--- src/rtl/debug_dump_tx.sv ---
`default_nettype none
// ============================================================================
// Module      : debug_dump_tx
// Description : Streams the register file (32 words) followed by RAM_WORDS
//               data-memory words over an 8N1 UART line, MSB byte first,
//               once per rising edge of the program-finished flag.
//               Optional macro DEBUG_DUMP_FRAMING_EN adds a 0xA5 header byte
//               and a 0x5A trailer byte around the payload.
//               CLKS_PER_BIT must be at least 4: the next word is fetched
//               inside the last stop bit of the previous word, so that
//               consecutive frames have no idle gap.
// Revision    : 1.0 - initial release
// ============================================================================
module debug_dump_tx #(
  parameter int CLKS_PER_BIT = 434,
  parameter int RAM_WORDS    = 32
) (
  input  logic        clk,
  input  logic        reset,
  input  logic        fin,
  input  logic [31:0] datoFR,
  input  logic [31:0] datoRAM,
  output logic [4:0]  direccionFR,
  output logic [31:0] direccionRAM,
  output logic        tx,
  output logic        busy,
  output logic        done
);

  localparam int c_CNT_W  = (CLKS_PER_BIT > 1) ? $clog2(CLKS_PER_BIT) : 1;
  localparam int c_ITEM_W = 11;

  // Items are sent in order: [header], 32 registers, RAM words, [trailer].
`ifdef DEBUG_DUMP_FRAMING_EN
  localparam int c_BASE      = 1;
  localparam int c_LAST_ITEM = 32 + RAM_WORDS + 1;
`else
  localparam int c_BASE      = 0;
  localparam int c_LAST_ITEM = 32 + RAM_WORDS - 1;
`endif

  localparam logic [c_CNT_W-1:0]  c_CNT_MAX    = c_CNT_W'(CLKS_PER_BIT - 1);
  localparam logic [c_CNT_W-1:0]  c_STOP_FULL  = c_CNT_W'(CLKS_PER_BIT - 2);
  localparam logic [c_CNT_W-1:0]  c_STOP_FETCH = c_CNT_W'(CLKS_PER_BIT - 4);
  localparam logic [c_ITEM_W-1:0] c_ITEM_LAST  = c_ITEM_W'(c_LAST_ITEM);
  localparam logic [c_ITEM_W-1:0] c_ITEM_BASE  = c_ITEM_W'(c_BASE);
  localparam logic [c_ITEM_W-1:0] c_ITEM_RAM0  = c_ITEM_W'(c_BASE + 32);
  localparam logic [c_ITEM_W-1:0] c_NREG       = c_ITEM_W'(32);
  localparam logic [c_ITEM_W-1:0] c_NRAM       = c_ITEM_W'(RAM_WORDS);

  typedef enum logic [2:0] {
    S_IDLE  = 3'd0,
    S_FETCH = 3'd1,
    S_LOAD  = 3'd2,
    S_START = 3'd3,
    S_DATA  = 3'd4,
    S_STOP  = 3'd5,
    S_NEXT  = 3'd6,
    S_DONE  = 3'd7
  } state_t;

  state_t                r_state;
  state_t                w_next;
  logic                  r_fin_q;
  logic [c_CNT_W-1:0]    r_cnt;
  logic [2:0]            r_bit;
  logic [1:0]            r_bytes_left;
  logic [c_ITEM_W-1:0]   r_item;
  logic [31:0]           r_shift;

  logic                  w_start;
  logic                  w_bit_end;
  logic                  w_last_item;
  logic                  w_is_reg;
  logic                  w_is_ram;
  logic                  w_cnt_run;
  logic [c_CNT_W-1:0]    w_stop_end;
  logic [c_ITEM_W-1:0]   w_reg_idx;
  logic [c_ITEM_W-1:0]   w_ram_idx;
  logic [31:0]           w_load_word;
  logic [1:0]            w_load_bytes;
  logic [7:0]            w_byte;

  assign w_start     = fin & ~r_fin_q;
  assign w_bit_end   = (r_cnt == c_CNT_MAX);
  assign w_last_item = (r_item == c_ITEM_LAST);
  // Out-of-range items wrap to large unsigned values, so one compare suffices.
  assign w_reg_idx   = r_item - c_ITEM_BASE;
  assign w_ram_idx   = r_item - c_ITEM_RAM0;
  assign w_is_reg    = (w_reg_idx < c_NREG);
  assign w_is_ram    = (w_ram_idx < c_NRAM);
  assign w_byte      = r_shift[31:24];

  // The stop bit also covers NEXT (and FETCH/LOAD when a new item is needed),
  // so STOP itself ends early by the number of those extra cycles.
  assign w_stop_end = ((r_bytes_left == 2'd0) && !w_last_item) ? c_STOP_FETCH : c_STOP_FULL;

  // Baud counter runs through every frame state; the very first FETCH/LOAD
  // of a dump happens before any frame, so it must not advance the counter.
  assign w_cnt_run = (r_state == S_START) || (r_state == S_DATA) ||
                     (r_state == S_STOP)  || (r_state == S_NEXT) ||
                     (((r_state == S_FETCH) || (r_state == S_LOAD)) && (r_item != '0));

  // Select the word to latch and how many further bytes follow its first one.
  always_comb begin
    w_load_word  = 32'h0;
    w_load_bytes = 2'd3;
    if (w_is_reg) begin
      w_load_word = datoFR;
    end else if (w_is_ram) begin
      w_load_word = datoRAM;
    end
`ifdef DEBUG_DUMP_FRAMING_EN
    else if (r_item == '0) begin
      w_load_word  = {8'hA5, 24'h0};
      w_load_bytes = 2'd0;
    end else begin
      w_load_word  = {8'h5A, 24'h0};
      w_load_bytes = 2'd0;
    end
`endif
  end

  // Previous-value flop for fin rising-edge detection.
  always_ff @(posedge clk or posedge reset) begin
    if (reset) r_fin_q <= 1'b0;
    else       r_fin_q <= fin;
  end

  // FSM state register.
  always_ff @(posedge clk or posedge reset) begin
    if (reset) r_state <= S_IDLE;
    else       r_state <= w_next;
  end

  // FSM next-state and line/status outputs.
  always_comb begin
    w_next = r_state;
    tx     = 1'b1;
    busy   = 1'b1;
    done   = 1'b0;
    case (r_state)
      S_IDLE: begin
        busy = 1'b0;
        if (w_start) w_next = S_FETCH;
      end
      S_FETCH: w_next = S_LOAD;
      S_LOAD:  w_next = S_START;
      S_START: begin
        tx = 1'b0;
        if (w_bit_end) w_next = S_DATA;
      end
      S_DATA: begin
        tx = w_byte[r_bit];
        if (w_bit_end && (r_bit == 3'd7)) w_next = S_STOP;
      end
      S_STOP: begin
        if (r_cnt == w_stop_end) w_next = S_NEXT;
      end
      S_NEXT: begin
        if (r_bytes_left != 2'd0) w_next = S_START;
        else if (w_last_item)     w_next = S_DONE;
        else                      w_next = S_FETCH;
      end
      S_DONE: begin
        busy = 1'b0;
        done = 1'b1;
        if (!fin) w_next = S_IDLE;
      end
      default: begin
        busy   = 1'b0;
        w_next = S_IDLE;
      end
    endcase
  end

  // Baud counter: 0..CLKS_PER_BIT-1, wrapping at each bit boundary.
  always_ff @(posedge clk or posedge reset) begin
    if (reset)          r_cnt <= '0;
    else if (w_cnt_run) r_cnt <= w_bit_end ? '0 : r_cnt + c_CNT_W'(1);
    else                r_cnt <= '0;
  end

  // Datapath: item/byte/bit sequencing, debug addresses and shift register.
  always_ff @(posedge clk or posedge reset) begin
    if (reset) begin
      r_item       <= '0;
      r_bit        <= '0;
      r_bytes_left <= '0;
      r_shift      <= '0;
      direccionFR  <= '0;
      direccionRAM <= '0;
    end else begin
      case (r_state)
        S_IDLE: begin
          r_item <= '0;
          r_bit  <= '0;
        end
        S_FETCH: begin
          if (w_is_reg) begin
            direccionFR  <= w_reg_idx[4:0];
            direccionRAM <= '0;
          end else if (w_is_ram) begin
            direccionFR  <= '0;
            direccionRAM <= 32'(w_ram_idx);
          end
        end
        S_LOAD: begin
          r_shift      <= w_load_word;
          r_bytes_left <= w_load_bytes;
        end
        S_DATA: begin
          if (w_bit_end) r_bit <= r_bit + 3'd1;
        end
        S_NEXT: begin
          if (r_bytes_left != 2'd0) begin
            r_shift      <= {r_shift[23:0], 8'h00};
            r_bytes_left <= r_bytes_left - 2'd1;
          end else if (!w_last_item) begin
            r_item <= r_item + c_ITEM_W'(1);
          end
        end
        default: ;
      endcase
    end
  end

endmodule
`default_nettype wire

--- config.mk ---
export PLATFORM = sky130hd
export DESIGN_NAME = debug_dump_tx
export DESIGN_NICKNAME = d
export VERILOG_FILES = /design/src/rtl/debug_dump_tx.sv
export SDC_FILE = /design/constraint.sdc
export NUM_CORES = 1
export LEC_CHECK = 0
export ABC_AREA = 1
export ABC_CLOCK_PERIOD_IN_PS = 3180
export BUFFER_PORTS_ARGS = -buffer_cell sky130_fd_sc_hd__buf_2
export CAP_MARGIN = 5
export CELL_PAD_IN_SITES_DETAIL_PLACEMENT = 1
export CELL_PAD_IN_SITES_GLOBAL_PLACEMENT = 1
export CORE_ASPECT_RATIO = 1.25
export CORE_MARGIN = 10
export CORE_UTILIZATION = 37
export CTS_CLUSTER_DIAMETER = 120
export DETAILED_ROUTE_END_ITERATION = 10
export MAX_ROUTING_LAYER = met4
export PLACE_DENSITY = 0.77
export SETUP_SLACK_MARGIN = 0.02
export SLEW_MARGIN = 10
export SYNTH_ARGS = -nofsm -noshare
export SYNTH_HDL_FRONTEND = slang
export SYNTH_SLANG_ARGS = --single-unit
--- constraint.sdc ---
create_clock -name clk -period 3.18 [get_ports clk]
set_clock_uncertainty 0.2 [all_clocks]
set_input_delay 0.159 -clock clk [delete_from_list [all_inputs] [get_ports clk]]
set_output_delay 0.159 -clock clk [all_outputs]
set_load 0.03 [all_outputs]
==> metrics.yaml, run 1 <==
outcome: "complete, no violations"
cp-start-kind: "flop"
layout.nets: 819
slew_headroom: 0.505
cts_sinks: 77
root_buffer: "clkbuf_16"
setup.worst_path.end_class: "flop"
synth-main-ff-cell: "dfrtp_1"
cp_max_fo: 32
slowest_stage: "dlygate4sd3_1"
max_stage_delay_ns: 0.56
path_common_cell: "nand2_1"
yosysSeqAreaShare: 0.434
cts_resized: 0
gp_congestion: 0.880
clkTransAtPathRegs_ns: 0.06
tightest_slew_ns: 0.741
wl_per_cell_um: 15.6
power_leakage_nw: 2.95
reg2reg_from: "r_item[6]"
postSynth.asyncResetShare: 1.00
syn_area_mm2: 0.00444
wl_um: 14200
synth.avg_cell_area_um2: 7.35
pre_cts_ws_ns: 0.720
holdPathStages: 5
cts_buffer_depth: 2
r2r_end: "r_shift[13]"
period_share: 0.893
hold_violations: 0
ant_nets: 0
htreeDepth: 3
grt_max_degree: 45
viasPerCell: 4.85
drcViolationCount: 0
drv_slew: 0
fin_crit_ns: 2.84
drive_gt1_frac: 0.169
antenna_found_initial: 0
drt_pass1_iterations: 4
synth-edff-count: 0
path_class: "flop to flop"
yosysUniqueCellTypes: 34
holdCritStartpoint: "datoRAM[8]"
grt_pass1_vias: 4849
die_area_mm2: 0.0168
place_area_mm2: 0.00494
cap_violations: 0
cp.required_ns: 3.24
setup_viol: 0
synth_cells: 604
r2r_cells: 14
cts_hold_buf: 58
fin_setup_tns_ns: 0
die_w_um: 118
dp_hpwl_um: 9630
numCtsBuffers: 9
final_area_mm2: 0.00578
die_h_um: 142
whs_ns: 0.00977
fmax_mhz: 352
power-per-cell-area_mw_per_mm2: 647
hold_class: "input port to flop"
arrival_ns: 2.90
rows: 44
setup_slack_ns: 0.341
fillers: 1518
cp_cell_sequence: "inv_1, ha_1, inv_1, nor2_1, inv_2, nand2_1, nand4_1, nor2_2, buf_4, nand3_1, nand2_1, dlygate4sd3_1, nand2_1, o21ai_1"
regToRegSetupSlack_ns: 0.34
design.core.area_mm2: 0.0117
vias: 4395
io_buffers: 85
max-vdd-ir-drop_mv: 0.252
drt_iter0_drc: 169
clock_latency_ns: 0.34
syn2layout_area_growth_pct: 30.3
overflow: 0
rsz0062_at_grt: "false"
grt_pass1_wl_um: 24100
grtUsageTotal: 0.179
io_pins: 107
placedCellCount: 834
cts_setup_buffers: 0
cts_tree: "built"
start_util: 0.380
ys_ff_latch: 77
antenna_cells: 0
instances_no_fill: 907
ys_warn_count: 0
holdPathEnd: "r_shift[8]"
## stage by stage
stage | util | power [mW]
finish | 0.495 | 3.74
floorplan | - | 2.37
global placement | 0.423 | 2.68
global route | 0.495 | 4.05
CTS | 0.495 | 3.77
detailed placement | 0.423 | 2.74
## per-layer routing
| layer | global-route usage | wire length (µm) |
|---|---|---|
| met5 | - | 0 |
| met4 | 0.0463 | 152 |
| met3 | 0.0381 | 493 |
| met2 | 0.319 | 7390 |
| met1 | 0.199 | 6140 |
## worst max-delay path: cells and delay by family (launching register included)
| kind | cells | cell delay, ns |
|---|---|---|
| AOI/OAI and AO/OA | 1 | 0.06 |
| adders and majority gates | 1 | 0.16 |
| buffers and inverters | 5 | 1.15 |
| DFF | 1 | 0.44 |
| and+or+nand+nor | 7 | 0.76 |
## Yosys cell counts, types with 2 or more instances
library cell	count	share of area
o31ai_1	2	0.0034
ha_1	10	0.028
nor2_4	3	0.0076
dfrtp_1	77	0.43
o21ai_0	5	0.0056
nand3_1	54	0.061
nor3_1	5	0.0056
clkbuf_1	10	0.0085
a21oi_1	57	0.064
nor2_1	43	0.036
nand4_1	5	0.0071
buf_2	10	0.011
nor2_2	3	0.0042
and3_1	2	0.0028
o21ai_1	33	0.037
nand2_1	170	0.14
nand2_2	3	0.0042
inv_1	58	0.049
inv_2	11	0.0093
buf_4	21	0.036
xor2_1	9	0.018
## area by class of cell
cell class,instances,area (µm²),area share
multi-input cells,435,2070,0.358
clock buffers,13,250,0.0433
clock inverters,2,10.0,0.00173
repair buffers,149,1060,0.184
inverters,70,263,0.0454
flip-flops and latches,77,1930,0.333
well taps,161,201,0.0348
## worst max path at each step
| stage | to | slack (ns) | from | cells past startpoint |
|---|---|---|---|---|
| 6_report | r_shift[13] | 0.34 | r_item[6] | 14 |
| 5_1_grt | r_shift[20] | 0.11 | r_item[6] | 14 |
| 4_1_cts | r_shift[22] | 0.37 | r_item[6] | 14 |
| 3_5_place_dp | r_item[7] | 0.72 | r_state[2] | 11 |
| 3_3_place_gp | r_item[7] | 0.78 | r_state[2] | 11 |
| 2_1_floorplan | direccionFR[0] | 0.85 | reset | 1 |
## layout by cell type, fill, tap and decap left out, types with 3 or more instances in the layout
| cell | count |
|---|---|
| a21oi_1 | 57 |
| buf_2 | 85 |
| buf_4 | 5 |
| clkbuf_1 | 3 |
| clkbuf_16 | 9 |
| conb_1 | 21 |
| dfrtp_1 | 77 |
| dlygate4sd3_1 | 58 |
| ha_1 | 10 |
| inv_1 | 57 |
| inv_2 | 12 |
| nand2_1 | 170 |
| nand2_2 | 3 |
| nand3_1 | 54 |
| nand4_1 | 5 |
| nor2_1 | 42 |
| nor2_2 | 4 |
| nor2_4 | 3 |
| nor3_1 | 5 |
| o21ai_0 | 5 |
| o21ai_1 | 33 |
| xor2_1 | 9 |
## kinds of logic (layout without fill, tap and decap cells)
group           count (synthesis)  after routing  share of synthesized area
simple gates                  289            289                      0.275
buf+inv                       112            234                      0.117
compound gates                104            104                      0.123
flops                          77             77                      0.434
fa+ha+maj                      10             10                     0.0282
xor+xnor                       10             10                     0.0197
other cells                     1             21                   0.000845
mux                             1              1                    0.00226
## power by group
| part | switching [mW] | leakage [nW] | internal, mW | total (mW) |
|---|---|---|---|---|
| clock network | 0.381 | 0.129 | 0.543 | 0.924 |
| registers | 0.122 | 1.01 | 1.23 | 1.35 |
| logic | 0.989 | 1.81 | 0.479 | 1.47 |
## sequential cells by signal (all words and copies together), names as in the netlist
register / count
r_shift: 32
direccionRAM: 11
r_item: 11
r_cnt: 9
direccionFR: 5
r_bit: 3
r_state: 3
r_bytes_left: 2
r_fin_q: 1
No activity file was read; power rests on OpenSTA's default activity.
==> inputs of run 2 (changes only) <==
--- a/config.mk
+++ b/config.mk
@@ -5,7 +5,6 @@
 export SDC_FILE = /design/constraint.sdc
 export NUM_CORES = 1
 export LEC_CHECK = 0
-export ABC_AREA = 1
 export ABC_CLOCK_PERIOD_IN_PS = 3180
 export BUFFER_PORTS_ARGS = -buffer_cell sky130_fd_sc_hd__buf_2
 export CAP_MARGIN = 5
@@ -17,7 +16,7 @@
 export CTS_CLUSTER_DIAMETER = 120
 export DETAILED_ROUTE_END_ITERATION = 10
 export MAX_ROUTING_LAYER = met4
-export PLACE_DENSITY = 0.77
+export PLACE_DENSITY = 0.74
 export SETUP_SLACK_MARGIN = 0.02
 export SLEW_MARGIN = 10
 export SYNTH_ARGS = -nofsm -noshare
==> run 2 against run 1 <==
Compared with the run above: area after synthesis is 5.2% lower; power is 5.9% lower; clock power about the same; combinational power shrank 20%; global-route usage is 0.55 points higher; sequential share of layout area up 1.2 points; count of clock-buffer cells in the layout decreased by 4; hold slack gained 0.019 ns; wire length up 1.6%; utilization up 0.61 points; via count down 10%; critical endpoint is now r_shift[8]; largest power group is now registers; highest routed layer unchanged.
==> metrics.yaml, run 2 <==
grtUsageTotal: 0.184  # +0.00554
crit_path_start: "r_item[5]"
yosys.area.top_type: "dfrtp_1"
outcome: "complete, no violations"
vias: 3951  # -10%
ant_nets: 0  # unchanged
htreeDepth: 3  # unchanged
power_mw: 3.52  # -5.9%
tightest_slew_ns: 0.861  # +0.120 ns
viasPerCell: 5.49  # +13%
cp_num_buf_inv: 3  # -2
die_w_um: 115  # -2.2%
synth-edff-count: 0  # unchanged
fillers: 1289  # -15%
yosysSeqAreaShare: 0.458  # +0.0236
slowest_stage: "dlygate4sd3_1"
setup_slack_ns: 0.215  # -0.127 ns
synth.avg_cell_area_um2: 9.58  # +30%
cpLargestDelayFamily: "compound AO/OA/AOI/OAI gates"
wl_um: 14400  # +1.6%
overflow: 0  # unchanged
clkTransAtPathRegs_ns: 0.06  # about the same
cp_max_fo: 32  # unchanged
setup.worst_path.end_class: "flop"
die_area_mm2: 0.0161  # -4.4%
io_buffers: 85  # unchanged
cts_buffer_depth: 2  # unchanged
drv_slew: 0  # unchanged
yosysUniqueCellTypes: 51  # +50%
reg_top3: "r_shift (32), direccionRAM (11), r_item (11)"
hold_violations: 0  # unchanged
period_share: 0.932  # +0.0398
synthTopCellsByArea: "dfrtp_1 46%, a221oi_1 5.2%, buf_4 4.1%"
arrival_ns: 3.03  # +0.13 ns
drt_pass1_iterations: 4  # unchanged
mostFrequentLayoutCell: "buf_2"
synth_cells: 439  # -27%
hold_class: "input port to asynchronous set/reset pin"
grt_pass1_wl_um: 23000  # -4.8%
rows: 43  # -2.3%
cap_violations: 0  # unchanged
postSynth.asyncResetShare: 1.00  # unchanged
cp_cell_sequence: "inv_1, ha_1, xor2_1, a2111oi_1, o31a_1, buf_12, a221oi_1, a21oi_1, dlygate4sd3_1"
slew_headroom: 0.425  # -0.0805
reg2reg_from: "r_item[5]"
syn_area_mm2: 0.00421  # -5.2%
die_h_um: 139  # -2.2%
path_class: "flop to flop"
synth-main-ff-cell: "dfrtp_1"
syn2layout_area_growth_pct: 32.8
ys_ff_latch: 77  # unchanged
drive_gt1_frac: 0.204  # +0.0352
max-vdd-ir-drop_mv: 0.317  # +26%
multiInputGateArea_mm2: 0.00198  # -4.2%
synthTopCellsByCount: "77 x dfrtp_1, 43 x nand2_1, 32 x nor2_1"
cp.required_ns: 3.25  # about the same
cts_sinks: 77  # unchanged
grt_max_degree: 76  # +69%
ys_warn_count: 0  # unchanged
grt_pass1_vias: 4335  # -11%
gp_congestion: 0.876  # -0.49%
cp-start-kind: "flop"
instances_no_fill: 720  # -21%
placedCellCount: 636  # -24%
power-per-cell-area_mw_per_mm2: 631  # -2.6%
power_leakage_nw: 2.62  # -11%
fin_setup_tns_ns: 0  # unchanged
max_stage_delay_ns: 0.57  # about the same
numCtsBuffers: 9  # unchanged
layout_common_cells: "85 x buf_2, 76 x dfrtp_1, 66 x dlygate4sd3_1, 43 x nand2_1, 32 x nor2_1"
antenna_found_initial: 2  # +2
whs_ns: 0.0285  # +0.0187 ns
pre_cts_ws_ns: 0.528  # -0.191 ns
setup_viol: 0  # unchanged
clock_latency_ns: 0.33  # about the same
place_area_mm2: 0.00463  # -6.2%
io_pins: 107  # unchanged
utilization: 0.502  # +0.00613
largest_reg_flops: 32  # unchanged
final_area_mm2: 0.00559  # -3.4%
cts_tree: "built"
wl_per_cell_um: 20.0  # +28%
dp_hpwl_um: 8670  # -10%
yosys.area.top_type_share: 0.458  # +0.0236
layout.nets: 656  # -20%
drcViolationCount: 0  # unchanged
root_buffer: "clkbuf_16"
fin_crit_ns: 2.97  # +0.127 ns
design.core.area_mm2: 0.0111  # -4.6%
rsz0062_at_grt: "false"
fmax_mhz: 337  # -4.3%
seqCellArea_mm2: 0.00193  # about the same
synth_most_common_cell: "dfrtp_1"
regMostFlops: "r_shift"
drt_iter0_drc: 173  # +2.4%
start_util: 0.378  # -0.00232
==> run 2: report_power, final <==
part / switching (mW) / leakage, nW / internal (mW)
Clock: 0.403 / 0.127 / 0.522
Combinational: 0.685 / 1.50 / 0.497
Sequential: 0.190 / 0.988 / 1.23
Total: 1.28 / 2.62 / 2.24
==> run 2: logic make-up (layout without fill, tap and decap cells) <==
logic type      Yosys count  in the layout  synth area share
fa+ha+maj                10             10            0.0297
flops                    77             77             0.458
other cells               1             23          0.000891
simple gates            134            134             0.155
compound gates          128            128             0.213
buf+inv                  67            191            0.0892
mux                       6              6            0.0211
xor+xnor                 16             16            0.0333
==> run 2: worst register-to-register path, cell delays in order (launching register included) <==
cell	delay (ns)
dfrtp_1	0.47
inv_1	0.10
ha_1	0.26
xor2_1	0.16
a2111oi_1	0.38
o31a_1	0.28
buf_12	0.21
a221oi_1	0.12
a21oi_1	0.17
dlygate4sd3_1	0.57
==> run 2: path summary, 6_finish.rpt <==
| kind | slack, ns | end | cells past startpoint |
|---|---|---|---|
| worst max-delay path | 0.21 | r_shift[8] | 9 |
| worst min-delay path | 0.03 | r_shift[0] | 3 |
| worst max register to register | 0.21 | r_shift[8] | 9 |
| worst min register to register | 0.28 | direccionRAM[10] | 1 |
| max in group asynchronous | 2.11 | r_item[6] | 4 |
| min in group clk | 0.28 | direccionRAM[10] | 1 |
==> run 2: final cells by class <==
| cell class | instances | area share |
|---|---|---|
| Tap cell | 135 | 0.0302 |
| Multi-Input combinational cell | 315 | 0.355 |
| Sequential cell | 77 | 0.345 |
| Timing Repair Buffer | 160 | 0.211 |
| Antenna cell | 2 | 0.000896 |
| Clock inverter | 6 | 0.00694 |
| Clock buffer | 9 | 0.0403 |
| Inverter | 16 | 0.0108 |
==> run 2: routing by layer <==
metal,share of wire,vias up,GRT usage
met1,0.40,1972,0.201
li1,-,1830,-
met2,0.54,122,0.327
met5,0,-,-
met3,0.043,27,0.0323
met4,0.020,0,0.0635
==> run 2: what timing repair did <==
| action | CTS | global route |
|---|---|---|
| setup endpoints to repair | 0 | 10 |
| hold endpoints to repair | 110 | 0 |
| hold buffers | 66 | 0 |
| resized for setup | 0 | 5 |
| buffers inserted | 0 | 1 |
==> inputs of run 3 (changes only) <==
--- a/config.mk
+++ b/config.mk
@@ -15,7 +15,6 @@
 export CORE_UTILIZATION = 37
 export CTS_CLUSTER_DIAMETER = 120
 export DETAILED_ROUTE_END_ITERATION = 10
-export MAX_ROUTING_LAYER = met4
 export PLACE_DENSITY = 0.74
 export SETUP_SLACK_MARGIN = 0.02
 export SLEW_MARGIN = 10
==> run 3 against run 2 <==
Compared with the run above: clock power about the same; utilization unchanged; global-route usage down 0.50 points; non-clock buffer count unchanged; power about the same; count of clock-buffer cells in the layout unchanged; register-to-register slack about the same; design area unchanged; critical path type unchanged; critical endpoint unchanged; largest power group unchanged.
==> metrics.yaml, run 3 (synthesis results as in run 2) <==
gp_congestion: 0.862  # -1.6%
root_buffer: "clkbuf_16"
setup_viol: 0  # unchanged
reg2reg_from: "r_item[5]"
die_area_mm2: 0.0161  # unchanged
overflow: 0  # unchanged
instances_no_fill: 720  # unchanged
pwr-share-seq: 0.402  # about the same
slew_headroom: 0.420  # -0.00515
hold_class: "input port to asynchronous set/reset pin"
rows: 43  # unchanged
io_buffers: 85  # unchanged
cap_violations: 0  # unchanged
drcViolationCount: 0  # unchanged
setup_slack_ns: 0.209  # -0.00587 ns
cp_num_buf_inv: 3  # unchanged
numCtsBuffers: 9  # unchanged
placedCellCount: 636  # unchanged
drive_gt1_frac: 0.204  # unchanged
clock_latency_ns: 0.34  # about the same
layout.nets: 656  # unchanged
start_util: 0.378  # unchanged
fin_crit_ns: 2.97  # +0.00587 ns
drt_pass1_iterations: 4  # unchanged
power_mw: 3.53  # about the same
die_w_um: 115  # unchanged
wl_met3_um: 881  # +41%
dp_hpwl_um: 8670  # unchanged
syn2layout_area_growth_pct: 32.8  # unchanged
antenna_found_initial: 2  # unchanged
p_sw_mw: 1.28  # +0.24%
wl_met2_um: 7770  # +0.78%
drv_slew: 0  # unchanged
htreeDepth: 3  # unchanged
grt_pass1_wl_um: 23000  # unchanged
viasPerCell: 5.47  # -0.35%
slowest_stage: "dlygate4sd3_1"
power_leakage_nw: 2.62  # unchanged
crit_path_start: "r_item[5]"
cts_buffer_depth: 2  # unchanged
power-per-cell-area_mw_per_mm2: 631  # about the same
period_share: 0.934  # +0.00185
outcome: "complete, no violations"
rsz0062_at_grt: "false"
regMostFlops: "r_shift"
ant_nets: 0  # unchanged
max-vdd-ir-drop_mv: 0.318  # +0.35%
largest_reg_flops: 32  # unchanged
drt_iter0_drc: 202  # +17%
cp.required_ns: 3.25  # about the same
cpLargestDelayFamily: "compound AO/OA/AOI/OAI gates"
grt_max_degree: 76  # unchanged
cts_sinks: 77  # unchanged
cts_tree: "built"
highest_layer: "met4"
grtUsageTotal: 0.179  # -0.00502
layout_common_cells: "85 x buf_2, 76 x dfrtp_1, 66 x dlygate4sd3_1, 43 x nand2_1, 32 x nor2_1"
m1WireLength_um: 5500  # -4.8%
wl_um: 14400  # +0.19%
fmax_mhz: 337  # -0.20%
vias: 3937  # -0.35%
pre_cts_ws_ns: 0.528  # unchanged
die_h_um: 139  # unchanged
cp_cell_sequence: "inv_1, ha_1, xor2_1, a2111oi_1, o31a_1, buf_12, a221oi_1, a21oi_1, dlygate4sd3_1"
mostFrequentLayoutCell: "buf_2"
cp_max_fo: 32  # unchanged
wl_per_cell_um: 20.0  # +0.19%
pwr-share-clk: 0.263  # about the same
setup.worst_path.end_class: "flop"
io_pins: 107  # unchanged
whs_ns: 0.0262  # -0.00227 ns
fin_setup_tns_ns: 0  # unchanged
grt_pass1_vias: 4340  # +0.12%
cp-start-kind: "flop"
reg_top3: "r_shift (32), direccionRAM (11), r_item (11)"
p_int_mw: 2.24  # about the same
clkTransAtPathRegs_ns: 0.06  # about the same
pwr-share-comb: 0.335  # about the same
hold_violations: 0  # unchanged
path_class: "flop to flop"
arrival_ns: 3.04  # about the same
max_stage_delay_ns: 0.57  # about the same
sw_frac_of_total: 0.363  # +0.000546
design.core.area_mm2: 0.0111  # unchanged
tightest_slew_ns: 0.869  # +0.00770 ns
[run 3: power groups by stage]
stage,combinational [mW],sequential (mW),clock (mW)
floorplan,0.748,1.35,0
global placement,0.923,1.41,0
detailed placement,0.956,1.42,0
CTS,1.13,1.41,0.947
global route,1.33,1.45,0.994
finish,1.18,1.42,0.928
[run 3: final timing paths]
path | end | slack [ns] | depth (start not counted)
worst max-delay path | r_shift[8] | 0.21 | 9
worst min-delay path | r_shift[0] | 0.03 | 3
worst max register to register | r_shift[8] | 0.21 | 9
worst min register to register | direccionRAM[8] | 0.28 | 1
max in group asynchronous | r_item[6] | 2.16 | 4
min in group clk | direccionRAM[8] | 0.28 | 1
[run 3: worst register-to-register path, delay by kind of cell, from the launching register on]
family / cells / cell delay, ns
compound gates: 4 / 0.95
flops: 1 / 0.47
xor+xnor: 1 / 0.16
fa+ha+maj: 1 / 0.26
buf+inv: 3 / 0.88
[run 3: cell type report]
| cell class | instances | area [µm²] |
|---|---|---|
| Antenna cell | 2 | 5.00 |
| Clock buffer | 9 | 225 |
| Clock inverter | 6 | 38.8 |
| Fill cell | 1289 | 5550 |
| Inverter | 16 | 60.1 |
| Multi-Input combinational cell | 315 | 1980 |
| Sequential cell | 77 | 1930 |
| Tap cell | 135 | 169 |
| Timing Repair Buffer | 160 | 1180 |
[run 3: through the flow]
stage	utilization	cell area, µm²
2_1_floorplan	-	4280
3_5_place_dp	0.416	4630
5_1_grt	0.502	5590
6_report	0.502	5590
3_3_place_gp	0.416	4630
4_1_cts	0.499	5560
[run 3: what timing repair did]
item | CTS | global route
buffers inserted | 0 | 1
resized for setup | 0 | 5
hold buffers | 66 | 0
endpoints found under the setup margin | 0 | 10
endpoints found under the hold margin | 110 | 0
[run 3: metal layers]
metal  track usage  up-vias
met5             0        -
met4        0.0642        0
met3        0.0447       25
met2         0.327      120
met1         0.193     1964
li1              -     1828
